<file path="config.mk">
export PLATFORM = sky130hd
export DESIGN_NAME = keystream_xor_serializer
export DESIGN_NICKNAME = d
export VERILOG_FILES = /design/src/rtl/a51_pkg.sv /design/src/rtl/keystream_capture_reg.sv /design/src/rtl/keystream_xor_serializer.sv
export SDC_FILE = /design/constraint.sdc
export NUM_CORES = 1
export LEC_CHECK = 0
export ABC_CLOCK_PERIOD_IN_PS = 2810
export BUFFER_PORTS_ARGS = -buffer_cell sky130_fd_sc_hd__buf_2
export CORE_UTILIZATION = 53
export DETAILED_ROUTE_END_ITERATION = 16
export PLACE_DENSITY = 0.76
export SYNTH_ARGS = -nofsm -noshare
export SYNTH_HDL_FRONTEND = slang
export SYNTH_SLANG_ARGS = --single-unit
</file>
<file path="constraint.sdc">
create_clock -name clk -period 2.81 [get_ports clk]
set_input_delay 0.4215 -clock clk [delete_from_list [all_inputs] [get_ports clk]]
set_output_delay 0.4215 -clock clk [all_outputs]
set_load 0.02 [all_outputs]
</file>
<file path="src/rtl/a51_pkg.sv">
// a51_pkg: shared state encoding and sizing for the keystream XOR serializer
package a51_pkg;
    localparam int KS_BITS_DEF = 128;
    localparam int NIB_W_DEF   = 4;
    localparam int NIBBLES     = KS_BITS_DEF / NIB_W_DEF;

    typedef enum logic [2:0] {
        IDLE,
        COLLECT,
        XOR,
        SEND,
        DONE
    } state_e;
endpackage

</file>
<file path="src/rtl/keystream_capture_reg.sv">
// keystream_capture_reg: MSB-first serial capture of keystream bits with fill count and end detect
module keystream_capture_reg #(
    parameter int KS_BITS = 128
) (
    input  logic               clk,
    input  logic               clrn,
    input  logic               clear,
    input  logic               en,
    input  logic               ks_valid,
    input  logic               ks_bit,
    input  logic               ks_done,
    output logic [KS_BITS-1:0] ks_reg,
    output logic [7:0]         bit_count,
    output logic               full,
    output logic               early_end
);
    localparam int IW = $clog2(KS_BITS);
    localparam logic [7:0] FULL_CNT = 8'(KS_BITS);

    logic [KS_BITS-1:0] ks_q, ks_d;
    logic [7:0]         cnt_q, cnt_d;
    logic               cap;
    logic [IW-1:0]      idx;

    // Capture one bit per valid cycle at the slot given by arrival order; the
    // early-end check sees the count including a bit captured this cycle.
    always_comb begin
        cap = en && ks_valid && (cnt_q != FULL_CNT);
        idx = IW'(KS_BITS - 1) - cnt_q[IW-1:0];
        ks_d = clear ? '0 : ks_q;
        cnt_d = clear ? '0 : cnt_q;
        if (!clear && cap) begin
            ks_d[idx] = ks_bit;
            cnt_d = cnt_q + 8'd1;
        end
        full = cap && (cnt_d == FULL_CNT);
        early_end = en && !clear && ks_done && (cnt_d != FULL_CNT);
    end

    // Capture register and bit counter
    always_ff @(posedge clk or negedge clrn) begin
        if (!clrn) begin
            ks_q  <= '0;
            cnt_q <= '0;
        end else begin
            ks_q  <= ks_d;
            cnt_q <= cnt_d;
        end
    end

    assign ks_reg    = ks_q;
    assign bit_count = cnt_q;
endmodule

</file>
<file path="src/rtl/keystream_xor_serializer.sv">
// keystream_xor_serializer: captures keystream, XORs with message, streams nibbles MSN first
module keystream_xor_serializer
    import a51_pkg::*;
#(
    parameter int KS_BITS = KS_BITS_DEF,
    parameter int NIB_W   = NIB_W_DEF
) (
    input  logic               clk,
    input  logic               clrn,
    input  logic               start,
    input  logic               ks_valid,
    input  logic               ks_bit,
    input  logic               ks_done,
    input  logic [KS_BITS-1:0] data_in,
    output logic [NIB_W-1:0]   out_nibble,
    output logic               out_valid,
    input  logic               out_ready,
    output logic               busy,
    output logic               done,
    output logic               short_err,
    output logic [7:0]         bit_count
);
    localparam int NIB_CNT = KS_BITS / NIB_W;
    localparam int NW = $clog2(NIB_CNT);
    localparam logic [NW-1:0] LAST_NIB = NW'(NIB_CNT - 1);

    state_e             state_q, state_d;
    logic [KS_BITS-1:0] xor_q, xor_d;
    logic [NW-1:0]      nib_q, nib_d;
    logic               short_q, short_d;
    logic [KS_BITS-1:0] ks_reg;
    logic               cap_full, early_end;
    logic [NIB_W-1:0]   nibs [NIB_CNT];

    keystream_capture_reg #(.KS_BITS(KS_BITS)) u_cap (
        .clk       (clk),
        .clrn      (clrn),
        .clear     (start),
        .en        (state_q == COLLECT && !start),
        .ks_valid  (ks_valid),
        .ks_bit    (ks_bit),
        .ks_done   (ks_done),
        .ks_reg    (ks_reg),
        .bit_count (bit_count),
        .full      (cap_full),
        .early_end (early_end)
    );

    // State register
    always_ff @(posedge clk or negedge clrn) begin
        if (!clrn) state_q <= IDLE;
        else       state_q <= state_d;
    end

    // Next state: start overrides everything, otherwise advance through the phases
    always_comb begin
        state_d = state_q;
        if (start) state_d = COLLECT;
        else begin
            case (state_q)
                COLLECT: if (cap_full || early_end) state_d = XOR;
                XOR:     state_d = SEND;
                SEND:    if (out_ready && nib_q == LAST_NIB) state_d = DONE;
                default: state_d = state_q;
            endcase
        end
    end

    // Datapath next values: XOR load, nibble index advance on transfer, sticky short flag
    always_comb begin
        xor_d = (state_q == XOR) ? (ks_reg ^ data_in) : xor_q;
        nib_d = (start || state_q == XOR) ? '0 :
                (state_q == SEND && out_ready) ? nib_q + NW'(1) : nib_q;
        short_d = start ? 1'b0 : (early_end ? 1'b1 : short_q);
    end

    // Datapath registers
    always_ff @(posedge clk or negedge clrn) begin
        if (!clrn) begin
            xor_q   <= '0;
            nib_q   <= '0;
            short_q <= 1'b0;
        end else begin
            xor_q   <= xor_d;
            nib_q   <= nib_d;
            short_q <= short_d;
        end
    end

    // Outputs decoded from state and registers only; nibble 0 is the top of xor_q
    always_comb begin
        for (int i = 0; i < NIB_CNT; i++) nibs[i] = xor_q[KS_BITS-1-NIB_W*i -: NIB_W];
        out_valid  = (state_q == SEND);
        out_nibble = out_valid ? nibs[nib_q] : '0;
        busy       = (state_q == COLLECT) || (state_q == XOR) || (state_q == SEND);
        done       = (state_q == DONE);
        short_err  = short_q;
    end
endmodule

</file>
# Word level (Yosys, flattened, before mapping)
# Cells that the tools add are included.
[word_totals]
regBits = 273
input_bits = 135
out_inout_bits = 16
[op_classes]
add_sub_neg = 3
magnitude_cmp = 3
eq_ne = 10
n_mux = 19
n_bitwise = 2
n_reduce_logical = 20
[op_table]
columns = ["operator", "n"]
rows = [
  ["$mux 128", 2],
  ["$bwmux 128", 1],
  ["$xor 128x128->128", 1],
  ["$bmux 4 s5", 1],
  ["$mux 8", 2],
  ["$ne 8x8->1 const B", 2],
  ["$mux 4", 3],
  ["$logic_and 1x1->1", 11],
  ["$mux 5", 2],
  ["$mux 3", 3],
  ["$pmux 3 s3", 1],
  ["$add 8x1->8 const B", 1],
  ["$eq 8x8->1 const B", 1],
  ["$lt 7x8->1 const B", 1],
  ["$demux 1 s7", 1],
  ["$ge 7x1->1 const B", 1],
  ["$sub 7x7->7 const A", 1],
  ["$eq 3x2->1 const B", 2],
  ["$ge 6x6->1 const B", 1],
  ["$ne 3x2->1 const B", 2],
  ["$not 5->6", 1],
  ["$add 5x1->5 const B", 1],
  ["$eq 5x5->1 const B", 1],
  ["$logic_or 1x1->1", 4],
  ["7 further kinds", 10],
]

# Depth between registers and ports, before layout
# Gate-level depths: netlist (run 1).
[depth]
depth_word = 12
ltp_mapped = 11

# Hierarchy
# A second synthesis (run 1) with hierarchy kept.
[unflattened]
cells_unflattened = 1404
area_unflattened_um2 = 13967.1
[modules_own_cells]
columns = ["module", "instances", "cells_each", "area_each_um2"]
rows = [
  ["keystream_xor_serializer", 1, 692, 7163.1],
  ["keystream_capture_reg", 1, 712, 6804.0],
]

# Worst setup path after synthesis (run 1)
# OpenSTA, ideal clock, no wires.
[synth_path]
path_type = "reg-to-output"
from = "register nib_q[0]"
to = "output port out_nibble[0]"
arrival_time_ps = 2450
setup_slack_ps = -62
path_stages_with_launch = 7
path_buffers = 2
path_cell_list = "dfrtp_1 clkbuf_1 buf_1 mux4_2 mux4_2 mux2i_1 nor2_1"
[synth_between]
elab_chain_cells = 5
[synth_rtl]
columns = ["item", "line_no", "source"]
rows = [
  ["start, declared", "keystream_xor_serializer.sv:29", "logic [NW-1:0] nib_q, nib_d;"],
  ["start signal, assigned", "keystream_xor_serializer.sv:85", "nib_q <= nib_d;"],
  ["$not 5->6 (implied by the code)", "keystream_xor_serializer.sv:94", "out_nibble = out_valid ? nibs[nib_q] : '0;"],
  ["$bmux 4 s5", "keystream_xor_serializer.sv:94", ""],
  ["$mux 4 (implied by the code) (2 in series)", "keystream_xor_serializer.sv:94", ""],
  ["$mux 4", "keystream_xor_serializer.sv:94", ""],
  ["end, declared", "keystream_xor_serializer.sv:15", "output logic [NIB_W-1:0] out_nibble,"],
]
# No other way between the ends. The select of a mux whose other input is x is not followed.

# Worst setup path in the final report (run 1)
[layout_path]
from = "register nib_q[0]"
to = "output port out_nibble[2]"
# The elaborated chain is that of the path after synthesis.

==> flow_summary_export.csv, run 1 <==
group,metric,value,unit
setup_path,critPathKind,"reg2out",
detailed_routing,routed_wl,36580,microns
cts,cts_max_level,1,
global_route,grt_pass1_vias,10840,
place,placed_area,14840,sq um
synthesis,synth_xor_area_frac,0.08540,
synthesis,synthSimpleGateAreaFrac,0.2009,
cts,clkSinkCount,273,
setup_path,end_kind,"primary output",
detailed_routing,met1Wirelength,15650,microns
detailed_routing,dr.pass1.iters,5,
floorplanning,die_area,26190,sq um
synthesis,synth_top_family_by_area,"simple AND/OR/NAND/NOR gates",
detailed_routing,wl_per_cell,18.94,microns
layout,layout_commonest_cell,"nor2_1",
synthesis,netlist_instances,1431,
setup_path,critPathSlowestCell,"mux4_2",
place,dp.cells,1872,
timing,clock_skew,11.00,ps
synthesis,synthArstFlopShare,1.000,
global_route,antenna_found_initial,2,
timing,tightestPinTransition,770.2,ps
place,port_buffers,150,
layout,drive_gt1_frac,0.1943,
floorplanning,ios,151,
synthesis,synthAdderAreaFrac,0.003697,
place,dp_hpwl,24230,microns
timing,setup_tns,-1340,ps
synthesis,synth-seq-cells,273,
floorplanning,fp.dieW,161.8,microns
detailed_routing,route.met2.wl,16940,microns
global_route,grt_max_degree,95,
synthesis,synth_compound_area_frac,0.1065,
timing,slew_headroom,0.4866,
synthesis,synth_cell_types,43,
timing,hold_violations,0,
layout,instances_no_fill,1931,
synthesis,ys.flop_type,"dfrtp_1",
layout,fin_area,15990,sq um
detailed_routing,wl_met3,2712,microns
layout,fin_nets,1718,
power,p_leak,6.406,nW
detailed_routing,postRouteAntennaNets,0,
setup_path,max_stage_delay,560,ps
synthesis,yosys_warnings,0,
power,p_per_area,801.8,nW/um^2
detailed_routing,dr_total_vias,10790,
synthesis,synth.avg_cell_area,9.461,sq um
floorplanning,start_util,0.5392,
timing,timing.final.crit_share,1.124,
synthesis,synth_edf_count,0,
floorplanning,dieHeight,161.8,microns
synthesis,synthMuxAreaShare,0.07246,
floorplanning,placementRows,58,
synthesis,netlist_area,13540,sq um
detailed_routing,drc,0,
detailed_routing,drt_iter0_drc,1112,
timing,rsz0062_at_grt,"yes",
setup_path,critPathLaunchType,"flop",
status,violations,"setup timing",
setup_path,arrival,2740,ps
cts,cts_tree,"built",
global_route,grt_pass1_wl,58090,microns
timing,slew_violations,0,
status,status,"complete, but fails checks",
place,globalplace.congestion,0.9046,
detailed_routing,highest_layer,"met5",
run,drv_cap,0,
layout,area_growth,18.10,%
setup_path,crit_fanout,6,
setup_path,crit_family,"multiplexers",
timing,setup_viol,4,
cts,clk_latency,540,ps
setup_path,required,2390,ps
setup_path,path_cells,"buf_12, buf_12, mux4_2, mux4_2, mux2i_1, nor2_2, buf_4",
cts,root_buffer,"clkbuf_16",
cts,path_clk_slew,60,ps
cts,numCtsBuffers,29,
global_route,grt_overflow,0,
timing,period_needed,3159,ps
synthesis,synth_nets,1570,
worst_hold_path,worstHoldPathType,"in2reg",
layout,antennaDiodeCount,0,
layout,mostFrequentLayoutCells,"nor2_1, dfrtp_1, nand2_1",
cts,clock_path_buffers,3,
timing,fmax,0.3166,GHz
timing,setup_ws,-348.9,ps
detailed_routing,viasPerCell,5.586,
floorplanning,core_area,25110,sq um
global_route,grt_use_total,0.2874,
power,ir_worst_vdd,0.6377,mV
setup_path,critPathBufInv,3,
synthesis,seq_area_frac_synth,0.5046,
report_power, final:
part,leakage [nW],switching (mW),internal [mW]
clock,0.494,1.60,2.35
combinational,2.53,1.97,1.58
sequential,3.38,0.500,4.82
total,6.41,4.06,8.75
worst paths after layout:
kind                                    start                 to  slack, ps  depth (start not counted)
hold / removal                    data_in[57]           nibs[57]        170                          3
setup / recovery                     nib_q[0]      out_nibble[2]       -350                          7
max in group asynchronous                clrn  u_cap.ks_reg[110]       1480                          3
setup reg to reg           u_cap.bit_count[0]         state_q[1]         90                          9
hold reg to reg                      nibs[85]           nibs[85]        520                          2
min in group asynchronous                clrn           nibs[32]        480                          2
cell type report:
cell class	instances	area [sq um]
inverters	6	22.52
flip-flops and latches	273	6834
repair buffers	203	1356
clock buffers	38	829.5
well taps	330	412.9
multi-input cells	1066	6367
fillers	2020	9121
clock inverters	15	165.2
cell families (layout without fill, tap and decap cells):
| family | after synthesis | in the layout |
|---|---|---|
| simple gates | 603 | 603 |
| compound gates | 280 | 280 |
| flops | 273 | 273 |
| xor+xnor | 132 | 132 |
| buf+inv | 92 | 262 |
| mux | 47 | 47 |
| fa+ha+maj | 4 | 4 |
timing repair:
item | 4_1_cts | 5_1_grt
gates cloned | 2 | 0
hold endpoints to repair | 87 | 0
buffers inserted | 2 | 1
hold buffers | 1 | 0
endpoints found under the setup margin | 4 | 7
gates resized for setup | 11 | 4
synthesized netlist by cell type (2+ instances only):
| master | number | area share |
|---|---|---|
| a21oi_1 | 135 | 0.050 |
| a311oi_1 | 2 | 0.0013 |
| a31o_2 | 2 | 0.0013 |
| a41o_1 | 2 | 0.0015 |
| and2_1 | 3 | 0.0014 |
| and3_1 | 2 | 0.00092 |
| buf_1 | 9 | 0.0025 |
| clkbuf_1 | 74 | 0.021 |
| dfrtp_1 | 273 | 0.50 |
| ha_1 | 4 | 0.0037 |
| inv_1 | 6 | 0.0017 |
| mux2_4 | 2 | 0.0022 |
| mux2i_1 | 5 | 0.0037 |
| mux4_2 | 40 | 0.067 |
| nand2_1 | 152 | 0.042 |
| nand2b_1 | 130 | 0.060 |
| nand3_1 | 16 | 0.0059 |
| nand3b_1 | 3 | 0.0017 |
| nand4_1 | 2 | 0.00092 |
| nor2_1 | 278 | 0.077 |
| nor2b_1 | 3 | 0.0014 |
| nor3b_1 | 2 | 0.0011 |
| nor4_1 | 2 | 0.00092 |
| o21ai_0 | 132 | 0.049 |
| o31ai_1 | 2 | 0.0011 |
| or2_2 | 3 | 0.0014 |
| xnor2_1 | 128 | 0.083 |
| xor2_1 | 4 | 0.0026 |
layer usage:
| metal | track usage | vias to the layer above |
|---|---|---|
| li1 | - | 5044 |
| met1 | 0.3998 | 5260 |
| met2 | 0.4557 | 397 |
| met3 | 0.05414 | 81 |
| met4 | 0.09520 | 4 |
| met5 | 0 | - |
worst reg2reg max path, cell delays in order, from the launching register on:
cell      delay [ps]
dfrtp_2          460
inv_2            110
ha_1             140
nor2b_1          130
nand4_1          240
a41o_1           320
or4_4            420
nand3b_4         170
o31a_1           310
mux2_4           320
per-stage QoR:
step	util	setup slack [ps]	hold slack, ps	power [mW]
detailed placement	0.5912	-58.64	491.4	8.709
global placement	0.5912	-37.91	500.8	8.573
finish	0.6367	-348.9	166.0	12.82
global route	0.6367	-409.4	163.8	13.46
floorplan	-	0.3197	125.9	7.499
CTS	0.6362	-320.0	146.7	12.82
Note: power is estimated with default switching activity, not from simulation.
==> inputs of run 2 (changes only) <==
--- a/config.mk
+++ b/config.mk
@@ -9,6 +9,7 @@
 export BUFFER_PORTS_ARGS = -buffer_cell sky130_fd_sc_hd__buf_2
 export CORE_UTILIZATION = 53
 export DETAILED_ROUTE_END_ITERATION = 16
+export MAX_ROUTING_LAYER = met4
 export PLACE_DENSITY = 0.76
 export SYNTH_ARGS = -nofsm -noshare
 export SYNTH_HDL_FRONTEND = slang
==> run 2 against run 1 <==
The run still ends with setup timing left. Wire length up 0.51%. Combinational power hardly changed. Sequential cell count unchanged. Sequential share of layout area about the same. Critical path type unchanged.
==> flow_summary_export.csv, run 2 (same netlist as run 1, synthesis figures left out) <==
group,metric,value,unit
floorplanning,core_area,25110,sq um
global_route,grt_pass1_wl,58160,microns
timing,slew_violations,0,
floorplanning,dieHeight,161.8,microns
status,status,"complete, but fails checks",
power,ir_worst_vdd,0.6410,mV
worst_hold_path,worstHoldPathType,"in2reg",
place,port_buffers,150,
setup_path,startpoint,"nib_q[0]",
cts,clk_latency,540,ps
layout,layout_commonest_cell,"nor2_1",
power,cell_internal_pwr,8.755,mW
setup_path,r2r_start,"state_q[2]",
layout,fin_util,0.6369,
timing,setup_ws,-364.7,ps
timing,tightestPinTransition,761.0,ps
setup_path,required,2390,ps
setup_path,max_stage_delay,560,ps
power,p_leak,6.406,nW
setup_path,critPathSlowestCell,"mux4_2",
setup_path,crit_fanout,6,
run,drv_cap,0,
cts,path_clk_slew,60,ps
timing,fmax,0.3150,GHz
detailed_routing,postRouteAntennaNets,0,
timing,period_needed,3175,ps
cts,numCtsBuffers,29,
global_route,grt_pass1_vias,10820,
cts,clock_path_buffers,3,
power,power,12.82,mW
setup_path,crit_family,"multiplexers",
timing,setup_tns,-1353,ps
detailed_routing,wl_met3,2709,microns
worst_hold_path,hold_start,"ks_done",
power,p_sw,4.065,mW
detailed_routing,drc,0,
layout,fin_nets,1718,
layout,mostFrequentLayoutCells,"nor2_1, dfrtp_1, nand2_1",
global_route,grt_max_degree,95,
detailed_routing,dr.pass1.iters,5,
detailed_routing,routed_wl,36760,microns
power,swShare,0.3171,
global_route,antenna_found_initial,2,
timing,setup_viol,4,
floorplanning,fp.dieW,161.8,microns
setup_path,arrival,2750,ps
floorplanning,start_util,0.5392,
timing,hold_violations,0,
timing,clock_skew,8.960,ps
cts,cts_max_level,1,
power,combPwrFrac,0.277,
timing,timing.final.crit_share,1.130,
detailed_routing,dr_total_vias,10730,
cts,root_buffer,"clkbuf_16",
cts,clkSinkCount,273,
detailed_routing,route.met2.wl,17040,microns
detailed_routing,drt_iter0_drc,1063,
detailed_routing,highest_layer,"met4",
floorplanning,die_area,26190,sq um
setup_path,critPathBufInv,3,
global_route,grt_use_total,0.2967,
setup_path,end_kind,"primary output",
layout,drive_gt1_frac,0.1943,
floorplanning,ios,151,
place,globalplace.congestion,0.9201,
setup_path,critPathLaunchType,"flop",
power,seq_power_share,0.415,
detailed_routing,viasPerCell,5.548,
power,p_per_area,801.6,nW/um^2
status,violations,"setup timing",
detailed_routing,wl_per_cell,19.02,microns
layout,area_growth,18.13,%
place,dp_hpwl,24230,microns
setup_path,critPathKind,"reg2out",
timing,hold_ws,166.5,ps
floorplanning,placementRows,58,
global_route,grt_overflow,0,
detailed_routing,met1Wirelength,15830,microns
cts,cts_tree,"built",
power,clkPwrFrac,0.308,
setup_path,path_cells,"buf_12, buf_12, mux4_2, mux4_2, mux2i_1, nor2_2, buf_4",
timing,rsz0062_at_grt,"yes",
timing,slew_headroom,0.4926,
## run 2: changes by cell type in the layout (fill, tap and decap cells not counted)
| cell | previous run | this run |
|---|---|---|
| diode_2 | 0 | 2 |
## run 2: what timing repair did
action                                  4_1_cts  5_1_grt
hold buffers                                  1        0
hold endpoints to repair                     87        0
cloned                                        2        0
endpoints found under the setup margin        4        7
gates resized for setup                      11        4
setup buffers                                 2        1
## run 2: worst min-delay path: stages
cell     delay, ps
buf_2          100
a31oi_1         70
nor2_1          80
## run 2: worst paths after layout
path / cells after the start / endpoint / slack [ps]
min in group asynchronous: 2 / u_cap.ks_reg[44] / 510
max: 7 / out_nibble[2] / -360
min: 3 / short_err / 170
min reg2reg: 2 / nibs[87] / 520
max reg2reg: 8 / state_q[1] / 90
max in group asynchronous: 3 / u_cap.ks_reg[22] / 1470
## run 2: final cells by class
class / count / area, sq um
antenna: 2 / 5.005
timing repair buffer: 203 / 1356
clock buffer: 38 / 829.5
fill: 2018 / 9116
sequential: 273 / 6834
inverter: 6 / 22.52
multi-input combinational: 1066 / 6367
clock inverter: 15 / 165.2
tap: 330 / 412.9
## run 2: power groups by stage
stage          Sequential [mW]  Clock [mW]  Combinational, mW
6_report                  5.32        3.95               3.55
5_1_grt                   5.41        4.17               3.88
4_1_cts                   5.30        4.00               3.52
3_5_place_dp              5.36           0               3.35
3_3_place_gp              5.32           0               3.25
2_1_floorplan             5.21           0               2.29
## run 2: metrics by stage
stage	worst slack, ps	cell area, sq um	cells
CTS	-320.0	15970	1930
floorplan	0.3197	13550	1431
finish	-364.7	15990	1933
global placement	-37.91	14840	1872
detailed placement	-58.64	14840	1872
global route	-408.4	15990	1933
## run 2: per-layer routing
metal / vias up / GRT usage
met2: 382 / 0.4565
li1: 5035 / -
met1: 5233 / 0.4011
met5: - / -
met4: 0 / 0.09520
met3: 75 / 0.05337
